## config.mk

```make
export PLATFORM = sky130hd
export DESIGN_NAME = uart_tx_scheduler_flat
export DESIGN_NICKNAME = d
export VERILOG_FILES = /design/src/rtl/uart_tx_scheduler_if.sv /design/src/rtl/uart_tx_scheduler.sv /design/src/flat_wrapper.sv
export SDC_FILE = /design/constraint.sdc
export NUM_CORES = 1
export LEC_CHECK = 0
export BUFFER_PORTS_ARGS = -buffer_cell sky130_fd_sc_hd__buf_4
export CAP_MARGIN = 20
export CORE_AREA = 2 2 98 53
export DETAILED_ROUTE_END_ITERATION = 10
export DIE_AREA = 0 0 100 55
export SETUP_SLACK_MARGIN = 0.15
export SLEW_MARGIN = 20
export SYNTH_ARGS = -nofsm -noshare
export SYNTH_HDL_FRONTEND = slang
export SYNTH_SLANG_ARGS = --single-unit
```

## constraint.sdc

```tcl
create_clock -name clk -period 2.25 [get_ports clk]
set_input_delay 0.1125 -clock clk [delete_from_list [all_inputs] [get_ports clk]]
set_output_delay 0.1125 -clock clk [all_outputs]
set_load 0.03 [all_outputs]
```

## src/rtl/uart_tx_scheduler_if.sv

```systemverilog
// Byte-stream handshake between one text requester and the UART TX scheduler.
// The requester drives valid/data/last. The scheduler answers with ready.
interface uart_tx_scheduler_if;
    logic       valid;
    logic [7:0] data;
    logic       last;
    logic       ready;

    modport master (output valid, data, last, input ready);
    modport slave  (input valid, data, last, output ready);
endinterface

```

## src/rtl/uart_tx_scheduler.sv

```systemverilog
// Shares one UART transmitter between two byte-stream requesters. Grants are
// round-robin per message, and each byte is strobed out and then tracked through tx_busy.
module uart_tx_scheduler #(
    parameter int unsigned BUSY_TIMEOUT = 8
) (
    input  logic                      clk,
    input  logic                      rst,
    uart_tx_scheduler_if.slave        req0,
    uart_tx_scheduler_if.slave        req1,
    output logic [7:0]                tx_data,
    output logic                      tx_stb,
    input  logic                      tx_busy,
    output logic [1:0]                grant,
    output logic                      timeout_err
);

    localparam logic [2:0] S_IDLE    = 3'd0;
    localparam logic [2:0] S_LOAD    = 3'd1;
    localparam logic [2:0] S_STROBE  = 3'd2;
    localparam logic [2:0] S_WAIT_HI = 3'd3;
    localparam logic [2:0] S_WAIT_LO = 3'd4;

    localparam logic [7:0] CNT_LIMIT = 8'(BUSY_TIMEOUT - 1);

    logic [2:0] state_q, state_d;
    logic [1:0] grant_q, grant_d;
    logic       rr_q, rr_d;
    logic [7:0] data_q, data_d;
    logic       last_q, last_d;
    logic [7:0] cnt_q, cnt_d;

    logic       sel_valid;
    logic [7:0] sel_data;
    logic       sel_last;
    logic       hit_limit;

    // Grant is one-hot, so the upper bit alone selects the owner's stream.
    assign sel_valid = grant_q[1] ? req1.valid : req0.valid;
    assign sel_data  = grant_q[1] ? req1.data  : req0.data;
    assign sel_last  = grant_q[1] ? req1.last  : req0.last;
    assign hit_limit = (cnt_q == CNT_LIMIT);

    assign req0.ready  = (state_q == S_LOAD) && grant_q[0] && req0.valid;
    assign req1.ready  = (state_q == S_LOAD) && grant_q[1] && req1.valid;
    assign tx_stb      = (state_q == S_STROBE);
    assign tx_data     = data_q;
    assign grant       = grant_q;
    assign timeout_err = (state_q == S_WAIT_HI) && !tx_busy && hit_limit;

    always_comb begin
        state_d = state_q;
        grant_d = grant_q;
        rr_d    = rr_q;
        data_d  = data_q;
        last_d  = last_q;
        cnt_d   = cnt_q;
        case (state_q)
            S_IDLE: begin
                if (req0.valid || req1.valid) begin
                    // Requester 1 wins when it holds priority and is valid,
                    // or when requester 0 holds priority but is idle.
                    if (rr_q ? req1.valid : !req0.valid) grant_d = 2'b10;
                    else                                 grant_d = 2'b01;
                    state_d = S_LOAD;
                end
            end
            S_LOAD: begin
                if (sel_valid) begin
                    data_d  = sel_data;
                    last_d  = sel_last;
                    state_d = S_STROBE;
                end
            end
            S_STROBE: begin
                cnt_d   = '0;
                state_d = S_WAIT_HI;
            end
            S_WAIT_HI: begin
                if (tx_busy) begin
                    state_d = S_WAIT_LO;
                end else if (hit_limit) begin
                    state_d = S_WAIT_LO;
                end else if (cnt_q != 8'hFF) begin
                    cnt_d = cnt_q + 8'd1;
                end
            end
            S_WAIT_LO: begin
                if (!tx_busy) begin
                    if (last_q) begin
                        grant_d = '0;
                        rr_d    = grant_q[0];
                        state_d = S_IDLE;
                    end else begin
                        state_d = S_LOAD;
                    end
                end
            end
            default: begin
                state_d = S_IDLE;
                grant_d = '0;
            end
        endcase
    end

    always_ff @(posedge clk or negedge rst) begin
        if (!rst) begin
            state_q <= S_IDLE;
            grant_q <= '0;
            rr_q    <= 1'b0;
            data_q  <= '0;
            last_q  <= 1'b0;
            cnt_q   <= '0;
        end else begin
            state_q <= state_d;
            grant_q <= grant_d;
            rr_q    <= rr_d;
            data_q  <= data_d;
            last_q  <= last_d;
            cnt_q   <= cnt_d;
        end
    end

endmodule
```

## src/flat_wrapper.sv

```systemverilog
// flat-port wrapper written by rule: the top's interface ports become plain ports
module uart_tx_scheduler_flat 
#(
    parameter int unsigned BUSY_TIMEOUT = 8
)
  (clk, rst, tx_data, tx_stb, tx_busy, grant, timeout_err, req0_valid, req0_data, req0_last, req0_ready, req1_valid, req1_data, req1_last, req1_ready);
  uart_tx_scheduler_if req0_i ();
  uart_tx_scheduler_if req1_i ();
  input  logic clk;
  input  logic rst;
  output logic [7:0] tx_data;
  output logic tx_stb;
  input  logic tx_busy;
  output logic [1:0] grant;
  output logic timeout_err;
  input wire logic [$bits(req0_i.valid)-1:0] req0_valid;
  input wire logic [$bits(req0_i.data)-1:0] req0_data;
  input wire logic [$bits(req0_i.last)-1:0] req0_last;
  output wire logic [$bits(req0_i.ready)-1:0] req0_ready;
  input wire logic [$bits(req1_i.valid)-1:0] req1_valid;
  input wire logic [$bits(req1_i.data)-1:0] req1_data;
  input wire logic [$bits(req1_i.last)-1:0] req1_last;
  output wire logic [$bits(req1_i.ready)-1:0] req1_ready;
  assign req0_i.valid = req0_valid;
  assign req0_i.data = req0_data;
  assign req0_i.last = req0_last;
  assign req0_ready = req0_i.ready;
  assign req1_i.valid = req1_valid;
  assign req1_i.data = req1_data;
  assign req1_i.last = req1_last;
  assign req1_ready = req1_i.ready;
  uart_tx_scheduler #(.BUSY_TIMEOUT(BUSY_TIMEOUT)) u_core (.clk(clk), .rst(rst), .req0(req0_i), .req1(req1_i), .tx_data(tx_data), .tx_stb(tx_stb), .tx_busy(tx_busy), .grant(grant), .timeout_err(timeout_err));
endmodule
```

# Word-level counts from Yosys, hierarchy flattened
# Cells that the tools add are included.
dict set report totals {
  input_bits 23
  elab_cells 60
  register_bits 23
}
dict set report op_classes {
  bitwise 2
  n_reduce_logical 17
  eq_ne 14
  muxes 20
  add_sub_neg 1
}
# operator n
set ops {}
lappend ops {{two-way mux 8 bit} 4}
lappend ops {{case mux 8 bit (2 select lines)} 1}
lappend ops {{two-way mux 3 bit} 5}
lappend ops {{case mux 3 bit (5 select lines)} 1}
lappend ops {{AND reduction 4 bit} 3}
lappend ops {{adder 8 x 1 -> 8 bit, second input constant} 1}
lappend ops {{equality test 8 x 3 -> 1 bit, second input constant} 1}
lappend ops {{two-way mux 2 bit} 4}
lappend ops {{inequality test 2 bit, second input constant} 4}
lappend ops {{inequality test 8 bit, second input constant} 1}
lappend ops {{equality test 3 x 2 -> 1 bit, second input constant} 2}
lappend ops {{logical AND 1 bit} 6}
lappend ops {{inequality test 2 x 1 -> 1 bit, second input constant} 3}
lappend ops {{case mux 2 bit (3 select lines)} 1}
lappend ops {{two-way mux 1 bit} 4}
lappend ops {{equality test 3 x 1 -> 1 bit, second input constant} 1}
lappend ops {{equality test 3 bit, second input constant} 1}
lappend ops {{logical NOT 3 bit} 1}
lappend ops {{inequality test 3 x 2 -> 1 bit, second input constant} 1}
lappend ops {{AND reduction 3 bit} 1}
lappend ops {{OR reduction 3 bit} 1}
lappend ops {{logical NOT 1 bit} 2}
lappend ops {{inverter 1 bit} 2}
lappend ops {{AND reduction 2 bit} 1}
lappend ops {{2 further kinds} 2}

# Depth between registers and ports, before layout
dict set report depth {
  word_depth 5
  ltp_mapped 7
}

# Worst setup path before layout
# Ideal clock, no wire load.
dict set report synth_path {
  path_kind {flip-flop to output port}
  startpoint {register u_core.cnt_q[0]}
  endpoint {output port timeout_err}
  n_path_buf 0
  setup_slack_ns 0.444
  arrival_ns 1.694
  stages_incl_launch_ff 5
  path_cell_list {dfrtp_1 > ha_1 > nor4bb_2 > nand2_1 > nor3_1}
}
dict set report synth_between {
  elab_chain_cells 2
}
# item line
set synth_rtl {}
lappend synth_rtl {{from (decl)} uart_tx_scheduler.sv:30} ;# logic [7:0] cnt_q, cnt_d;
lappend synth_rtl {{from (signal assigned)} uart_tx_scheduler.sv:119} ;# cnt_q <= cnt_d;
lappend synth_rtl {{equality test 8 x 3 -> 1 bit} uart_tx_scheduler.sv:41} ;# assign hit_limit = (cnt_q == CNT_LIMIT);
lappend synth_rtl {{logical AND 1 bit} uart_tx_scheduler.sv:48} ;# assign timeout_err = (state_q == S_WAIT_HI) && !tx_busy && hit_limit;
lappend synth_rtl {{to (decl)} flat_wrapper.sv:15} ;# output logic timeout_err;
# Every way passes these cells.

# Worst setup path after layout
# Ends and elaborated chain as after synthesis.

==> results.md <==
* Final period utilization at 0.828
* Worst Path Buf+Inv at 1
* Worst Setup End Kind: output pin
* Critical path type: flip-flop to output pin
* Die area at 0.00550 mm^2
* CTS tree: done
* Number of cells on the worst hold path at 2
* Total track usage at 0.130
* Ys async rst share at 1.00
* Post-synth EDFFs at 0
* Ys flop type: dfrtp_1
* IO Pins at 37
* CP top delay family: simple AND/OR/NAND/NOR gates
* Worst Hold Path EP: u_core.grant[0]
* CTS Sinks at 23
* Startpoint Class: flip-flop
* Fin area at 0.00174 mm^2
* DR vias/cell at 4.95
* Layout cells sized above 1 at 0.286
* Chip Height at about 55 um
* Placed cell area at 0.00168 mm^2
* RR Endpoint: u_core.cnt_q[5]
* # DRC at 0
* Synth cell types at between 40 and 50
* Number of fill cells in the layout at 480
* YS warnings at 0
* Initial Utilization at 0.288
* Pre-antenna DRT Iters at 4
* Antenna Violating Nets Remaining at 0
* CP cell instances: ha_1, nor4bb_2, nand2_1, nor3_1, buf_4
* Worst reg2reg path startpoint: u_core.cnt_q[0]
* Critical Path RT at 2140 ps
* Fin Clk Skew at 1.26 ps
* RSZ-0062 raised after global routing: no
* Post-CTS sizing at 0
* Max frequency at 537 MHz
* Max Slew Vio Count at 0
* Syn avg cell area at 9.29 um^2
* Hold Startpoint: req0_valid
* Cts bufs inserted at 3
* Row cnt at 18
* Post-Place Setup Slack at 428 ps
* Vias in the first global route at 1089
* Synth Cell Area at 0.00135 mm^2
* First-pass GRT wire length at ~5.4 mm
* Final HPWL DP at 2.48 mm
* Maximum number of pins on one net before global-route repair at 24
* Input/output buffers at 36
* Slew @ Worst Pin at 461 ps
* Die width at 100 um
* Hold Violations, Final at 0
* Clock Latency Late Sink at 270 ps
* Yosys reg bits at 23
* Setup-failing EPs final at 0
* Mapped Cells at 145
* DRT Wirelength at 3.18 mm
* Outcome: complete, no violations
* Design Power at 2.21 mW
* Hold Path Class: primary input to flip-flop
* Area added between synthesis and finish at 29.1%
* Max incr delay on CP at 450 ps
* Clk slew on worst S/H paths at 80 ps
* Worst vdd rail ir drop at just over 500 uV
* Initial antenna violation count at 0
* Slowest CP cell: dfrtp_1
* Final net count at 208
* H-Tree Depth at 1
* Overflow after GRT at 0
* Pwr Density at 1270 mW/mm^2
* Antenna cells at 0
* Slew headroom at 0.691
* Crit path DAT at 1750 ps
* Max-cap viol count at 0
* Vias at 1198
* Sum Neg Setup Slack at 0 ps
* CTS root buf: clkbuf_8
* RD Place Congestion at roughly 0.9
* Critical Path Fanout Max at 6
* WL/cell at 13.1 um
* R2r setup slk at 420 ps
* R2R depth at 5
* Syn nets at 170
* Leakage power at 0.740 nW
* Core Area at about 0.0047 mm^2
* Seq/Total Area, Yosys at 0.427
* Final Critical Period at 1860 ps
* 1st-iter DRT viols at between 60 and 70
* PnR worst setup slack at 387 ps
* Worst Setup SP: u_core.cnt_q[0]
* Worst-case clock buffer depth at 2
==> placed cells by master (no fill, tap or decap), types with 2 or more instances in the layout <==
cell type,Yosys,layout
nand2_1,13,13
nor2_1,17,17
ha_1,2,2
o311ai_2,2,2
clkbuf_8,0,3
nand2b_1,2,2
and3_1,2,2
inv_1,4,4
dfrtp_1,23,23
a21oi_1,18,18
a32o_1,2,2
o211ai_1,4,4
buf_4,3,41
o31ai_1,2,2
nor3_1,5,5
or3_1,2,2
mux2i_1,9,9
nand3_1,5,5
nand4b_1,2,2
mux2_2,2,2
==> power breakdown <==
group | switching (mW) | leakage [nW] | internal, mW
Combinational | 0.686 | 0.443 | 0.491
Sequential | 0.179 | 0.274 | 0.592
Clock | 0.133 | 0.0228 | 0.127
Total | 0.998 | 0.740 | 1.21
==> metal layers <==
metal  share of wire  global-route usage  vias up
li1                -                   -      605
met1            0.56               0.201      554
met2            0.38               0.176       39
met3           0.061              0.0339        0
met4               0              0.0274        0
met5               0                   0        -
==> how the worst max path moves through the flow <==
stage | cells past startpoint | slack [ps] | to
after detailed placement | 5 | 430 | u_core.cnt_q[0]
after floorplan | 4 | 440 | timeout_err
after CTS | 5 | 370 | timeout_err
final | 5 | 390 | timeout_err
after global placement | 5 | 450 | u_core.cnt_q[5]
after global routing | 5 | 200 | timeout_err
==> registers in the layout, summed over array words and instances (netlist names) <==
name and count:
u_core.rr_q 1, u_core.grant 2, u_core.state_q 3, u_core.cnt_q 8
u_core.tx_data 8, u_core.last_q 1
==> metrics by stage <==
stage	util	hold slack, ps	cells
global placement	0.360	25.3	237
detailed placement	0.360	26.2	237
floorplan	-	-183	145
finish	0.371	140	242
CTS	0.371	125	242
global route	0.371	125	242
==> synthesized netlist by cell type (3+ instances only) <==
cell type	instances	area share
inv_1	4	0.011
clkbuf_1	4	0.011
mux2i_1	9	0.067
nand2_1	13	0.036
buf_4	3	0.017
nor3_1	5	0.019
a21oi_1	18	0.067
nor2_1	17	0.047
dfrtp_1	23	0.43
o211ai_1	4	0.022
nand3_1	5	0.019
==> cell type report <==
type                    count  area [um^2]  share of cell area
well taps                  60         75.1              0.0432
multi-input cells         109          711               0.409
flip-flops and latches     23          576               0.331
clock buffers               4         45.0              0.0259
repair buffers             42          318               0.183
inverters                   4         15.0             0.00863
==> timing repair <==
item / 4_1_cts / 5_1_grt
hold endpoints to repair: 23 / 0
setup buffers: 0 / 0
hold buffers: 1 / 0
==> logic make-up (layout without fill, tap and decap cells) <==
| family | after synthesis | count (layout) | share of synthesized area |
|---|---|---|---|
| AOI/OAI and AO/OA | 38 | 38 | 0.199 |
| adders and majority gates | 2 | 2 | 0.0186 |
| buffers and inverters | 13 | 50 | 0.0455 |
| DFF | 23 | 23 | 0.427 |
| muxes | 11 | 11 | 0.0836 |
| and+or+nand+nor | 58 | 58 | 0.227 |
Note: power is estimated with default switching activity, not from simulation.
